**config.mk**
```make
export PLATFORM = sky130hd
export DESIGN_NAME = hazard3_cmp_arbiter
export DESIGN_NICKNAME = d
export VERILOG_FILES = /design/src/rtl/hazard3_cmp_arbiter.sv
export SDC_FILE = /design/constraint.sdc
export NUM_CORES = 1
export LEC_CHECK = 0
export CORE_UTILIZATION = 30
export CTS_CLUSTER_DIAMETER = 50
export DETAILED_ROUTE_END_ITERATION = 10
export GPL_TIMING_DRIVEN = 0
export PLACE_DENSITY = 0.79
export SYNTH_ARGS = -nofsm -noshare
export SYNTH_HDL_FRONTEND = slang
export SYNTH_SLANG_ARGS = --single-unit
```
**constraint.sdc**
```tcl
create_clock -name clk -period 3.9 [get_ports clk]
set_clock_uncertainty 0.2 [all_clocks]
set_input_delay 0.78 -clock clk [delete_from_list [all_inputs] [get_ports clk]]
set_output_delay 0.78 -clock clk [all_outputs]
set_load 0.005 [all_outputs]
```
**src/rtl/hazard3_cmp_arbiter.sv**
```systemverilog
// Two-requester arbiter in front of one branch-style comparator, with a one-entry result buffer.
// Define HAZARD3_CMP_ARBITER_FAIRNESS_EN to add the req1 anti-starvation counter.
module hazard3_cmp_arbiter #(
    parameter int W_DATA     = 32,
    parameter int STARVE_MAX = 3
) (
    input  logic              clk,
    input  logic              rst,
    input  logic              req0_valid,
    output logic              req0_ready,
    input  logic [2:0]        req0_op,
    input  logic [W_DATA-1:0] req0_a,
    input  logic [W_DATA-1:0] req0_b,
    input  logic              req1_valid,
    output logic              req1_ready,
    input  logic [2:0]        req1_op,
    input  logic [W_DATA-1:0] req1_a,
    input  logic [W_DATA-1:0] req1_b,
    output logic              resp0_valid,
    input  logic              resp0_ready,
    output logic              resp1_valid,
    input  logic              resp1_ready,
    output logic              resp_result,
    output logic              resp_illegal
);

    logic buf_vld_q, buf_vld_d;
    logic buf_owner_q, buf_owner_d;
    logic buf_result_q, buf_result_d;
    logic buf_illegal_q, buf_illegal_d;

    logic              accept;
    logic              force1;
    logic              grant1;
    logic              take0;
    logic              take1;
    logic [2:0]        op_sel;
    logic [W_DATA-1:0] a_sel;
    logic [W_DATA-1:0] b_sel;
    logic [W_DATA-1:0] diff;
    logic              lt;
    logic              eq;
    logic              illegal;
    logic              result;

`ifdef HAZARD3_CMP_ARBITER_FAIRNESS_EN
    localparam int SW = (STARVE_MAX < 1) ? 1 : $clog2(STARVE_MAX + 1);
    logic [SW-1:0] starve_ctr_q, starve_ctr_d;

    assign force1 = req1_valid && (starve_ctr_q == SW'(STARVE_MAX));
`else
    assign force1 = 1'b0;
`endif

    // Buffer frees and refills in the same cycle when its owner consumes.
    always_comb begin
        accept     = !rst && (!buf_vld_q || (buf_owner_q ? resp1_ready : resp0_ready));
        grant1     = force1 || (!req0_valid && req1_valid);
        req0_ready = accept && !grant1;
        req1_ready = accept && grant1;
        take0      = req0_ready && req0_valid;
        take1      = req1_ready;
    end

    always_comb begin
        op_sel  = grant1 ? req1_op : req0_op;
        a_sel   = grant1 ? req1_a : req0_a;
        b_sel   = grant1 ? req1_b : req0_b;
        diff    = a_sel - b_sel;
        eq      = (a_sel == b_sel);
        // Differing sign bits decide the order without the subtractor.
        if (a_sel[W_DATA-1] == b_sel[W_DATA-1]) begin
            lt = diff[W_DATA-1];
        end else begin
            lt = op_sel[1] ? b_sel[W_DATA-1] : a_sel[W_DATA-1];
        end
        illegal = (op_sel[2:1] == 2'b01);
        if (illegal) begin
            result = 1'b0;
        end else begin
            result = op_sel[2] ? (lt ^ op_sel[0]) : (eq ^ op_sel[0]);
        end
    end

    always_comb begin
        buf_vld_d     = buf_vld_q;
        buf_owner_d   = buf_owner_q;
        buf_result_d  = buf_result_q;
        buf_illegal_d = buf_illegal_q;
        if (accept) begin
            buf_vld_d = take0 || take1;
            if (take0 || take1) begin
                buf_owner_d   = take1;
                buf_result_d  = result;
                buf_illegal_d = illegal;
            end
        end
    end

`ifdef HAZARD3_CMP_ARBITER_FAIRNESS_EN
    always_comb begin
        starve_ctr_d = starve_ctr_q;
        if (!req1_valid || req1_ready) begin
            starve_ctr_d = '0;
        end else if (accept && (starve_ctr_q != SW'(STARVE_MAX))) begin
            starve_ctr_d = starve_ctr_q + SW'(1);
        end
    end

    always_ff @(posedge clk) begin
        if (rst) begin
            starve_ctr_q <= '0;
        end else begin
            starve_ctr_q <= starve_ctr_d;
        end
    end
`endif

    always_ff @(posedge clk) begin
        if (rst) begin
            buf_vld_q     <= 1'b0;
            buf_owner_q   <= 1'b0;
            buf_result_q  <= 1'b0;
            buf_illegal_q <= 1'b0;
        end else begin
            buf_vld_q     <= buf_vld_d;
            buf_owner_q   <= buf_owner_d;
            buf_result_q  <= buf_result_d;
            buf_illegal_q <= buf_illegal_d;
        end
    end

    // Reset also masks the held response so a discarded result is never presented.
    assign resp0_valid  = buf_vld_q && !buf_owner_q && !rst;
    assign resp1_valid  = buf_vld_q && buf_owner_q && !rst;
    assign resp_result  = buf_result_q;
    assign resp_illegal = buf_illegal_q;

endmodule

```
==> metrics, run 1 <==
root buf cell clkbuf_8; core area 5540 µm²; Worst Setup Start Kind primary input; endpoint kind of the worst setup timing path register; pin count of the biggest net entering global routing 12; critical hold path startpoint resp_illegal; CP max-delay cell or3_1; DRT antenna net count 0; Die Width 78.28 µm; Cell Pwr Density between 100 and 150 nW/µm²; asr flop ratio synth 0; Avg Inst Size Synth 8.951 µm²; status complete, no violations; Final Setup Violations 0; FF-to-FF End resp_result; drt via density 5.108; Total Routing Usage GR 0.1935; Distinct cells, synth 40; Synth top area share 0.2222; Rows 27; critical path's largest stage delay 410 ps; Synth Instances 195; CTS buffer count 3; Initial Util 0.3150; buffer depth of the longest clock path 2; GRT overflow 0; fill count 501; RSZ-0062 raised after global routing false; most frequent cell after synthesis mux2i_1; cell leakage power 1.323 nW; initial antenna violation count 0; Placed Area 3287 µm²; DIE AREA 6127 µm²; Routed WL per cell roughly 14 µm; vias in the first global route 2,221; first-pass GRT wire length roughly 9.6 mm; Synth Flop Type dfxtp_1; FF-to-FF path depth 6; Hold Fails Final Rpt 0; initial DRC count 33; Vias between 2k and 2.5k; post-layout instance area 3391 µm²; cell taking the most area after synthesis ha_1; H-tree levels 1; final core area utilization 0.6120; hold_ws 238.7 ps; Post-Syn Nets 366; Hold Crit Class reg2reg; EDFF count, synth 0; total power 487.1 µW; cells along the critical path dlygate4sd2_1 > nor2b_2 > buf_6 > buf_8 > mux2_2 > ha_1 > nand4_1 > or2_2 > or3_1 > a31oi_2 > o32ai_1 > nand2b_1; HPWL after DPL 5.158 mm; Yosys warnings 0; die height 78.28 µm; DRC 0; Max IR drop VDD between 0.00009 and 0.0001 V; worst slew pin tran 625.9 ps; most instantiated cells after synthesis mux2i_1 (35), mux2_2 (32), ha_1 (31); Worst-path clk slew ~30 ps; flop2flop setup slack 1750 ps; CP Data Arrival Time 3600 ps; Final TNS setup 0 ps; period utilization 0.9480; mapped cell area 1745 µm²; CTS Hold Buffers Added 0; Final GP Congestion approximately 0.80; NumNets Final 518; fin. max-slew vios 0; Top-Level Pins approximately 150; port bufs 145; Slew headroom 0.5827; required time of the critical path around 3800 ps; register area share after synthesis 0.04588; FMAX 0.2705 GHz; Hold Path Depth 2; Final min period 3697 ps; n_diodes 0; worst reg2reg path startpoint buf_owner_q; CTS tree built; Synth Register Bits 4; CP Max Fanout 11; first-pass iteration count of the detailed router 4; top cells by area, synth ha_1 (22%), mux2_2 (21%), mux2i_1 (20%); share of cells above drive strength 1 0.1507; Hold EP resp_illegal; clock latency on the worst-skew pair 220 ps; CTS Sinks 4; Post-Route WL 5.806 mm; Max-cap violations 0; Area growth syn-to-layout 94.27%; WS Path Type in2reg
-- how the worst max path moves through the flow --
| stage | start | to | slack [ps] |
|---|---|---|---|
| CTS | req1_valid | resp_result | 180 |
| finish | req1_valid | resp_result | 200 |
| global placement | req1_valid | resp_result | -1160 |
| floorplan | req1_valid | resp_result | 50 |
| global route | req1_valid | resp_result | 30 |
| detailed placement | req1_valid | resp_result | -1220 |
-- registers in the layout (all words and copies together) (netlist names) --
| register | flops |
|---|---|
| resp_illegal | 1 |
| resp_result | 1 |
| buf_vld_q | 1 |
| buf_owner_q | 1 |
-- metrics by stage --
step / setup slack, ps / instances
after floorplan: 51.05 / 195
after global placement: -1160 / 412
after detailed placement: -1221 / 412
after CTS: 184.2 / 417
after global routing: 34.47 / 417
final: 202.9 / 417
-- cell type report --
cell class              instances  area [µm²]  area share
plain buffers                   7       62.56     0.01845
clock buffers                   3       41.29     0.01218
inverters                       1       3.754    0.001107
multi-input cells             182        1642      0.4841
flip-flops and latches          4       80.08     0.02362
well taps                      72       90.09     0.02657
repair buffers                148        1471      0.4339
-- layer usage --
layer | global-route usage | share of wire | wire length (µm) | vias up
met5 | 0 | 0 | 0 | -
met4 | 0.04074 | 0.011 | 62 | 0
met3 | 0.02907 | 0.070 | 404 | 7
met2 | 0.3658 | 0.49 | 2844 | 94
met1 | 0.2273 | 0.43 | 2494 | 956
li1 | - | - | - | 1073
-- where the power goes --
group / leakage, nW / total (mW) / internal, mW / switching (mW)
Sequential: 0.0331 / 0.0472 / 0.0449 / 0.00228
Combinational: 1.27 / 0.351 / 0.231 / 0.121
Clock: 0.0216 / 0.0886 / 0.0659 / 0.0227
Total: 1.32 / 0.487 / 0.341 / 0.146
-- critical path: cells and delay by family --
kind | cells | cell delay [ps]
AOI/OAI and AO/OA | 2 | 300
adders and majority gates | 1 | 330
buffers and inverters | 3 | 600
muxes | 1 | 360
and+or+nand+nor | 5 | 1230
-- cell families after synthesis --
logic type / share of synthesized area
simple gates: 0.1563
buf+inv: 0.02437
mux: 0.4072
flops: 0.04588
xor+xnor: 0.01004
compound gates: 0.1341
fa+ha+maj: 0.2222
-- layout by cell type, fill, tap and decap left out, types with 2 or more instances in the layout --
cell type | netlist | final
o21ai_0 | 4 | 4
buf_2 | 1 | 2
nand2b_1 | 2 | 2
a21oi_1 | 16 | 16
nand4_1 | 10 | 10
and3b_1 | 3 | 3
nor2b_1 | 3 | 3
o21a_1 | 5 | 5
mux2i_1 | 35 | 35
dfxtp_1 | 4 | 4
nor2_1 | 3 | 3
clkdlybuf4s50_1 | 0 | 143
nor4_2 | 0 | 2
nor3_1 | 3 | 3
mux2_2 | 32 | 32
xor2_1 | 2 | 2
nand2_1 | 7 | 7
a211oi_1 | 3 | 3
buf_4 | 0 | 4
dlygate4sd2_1 | 0 | 2
nor3b_1 | 2 | 2
o32ai_1 | 2 | 2
nand3b_1 | 2 | 2
clkbuf_8 | 0 | 4
ha_1 | 31 | 31
-- timing repair --
item                       CTS  global route
pin swaps                    0             1
setup endpoints to repair    3             1
gates resized for setup     16             0
setup buffers                3             0
(Power assumes the default switching activity.)
==> inputs of run 2 (changes only) <==
SLEW_MARGIN = 10   (was unset)
==> results of run 2 <==
Same layout as run 1: the final DEF is identical, and so are final timing and power.
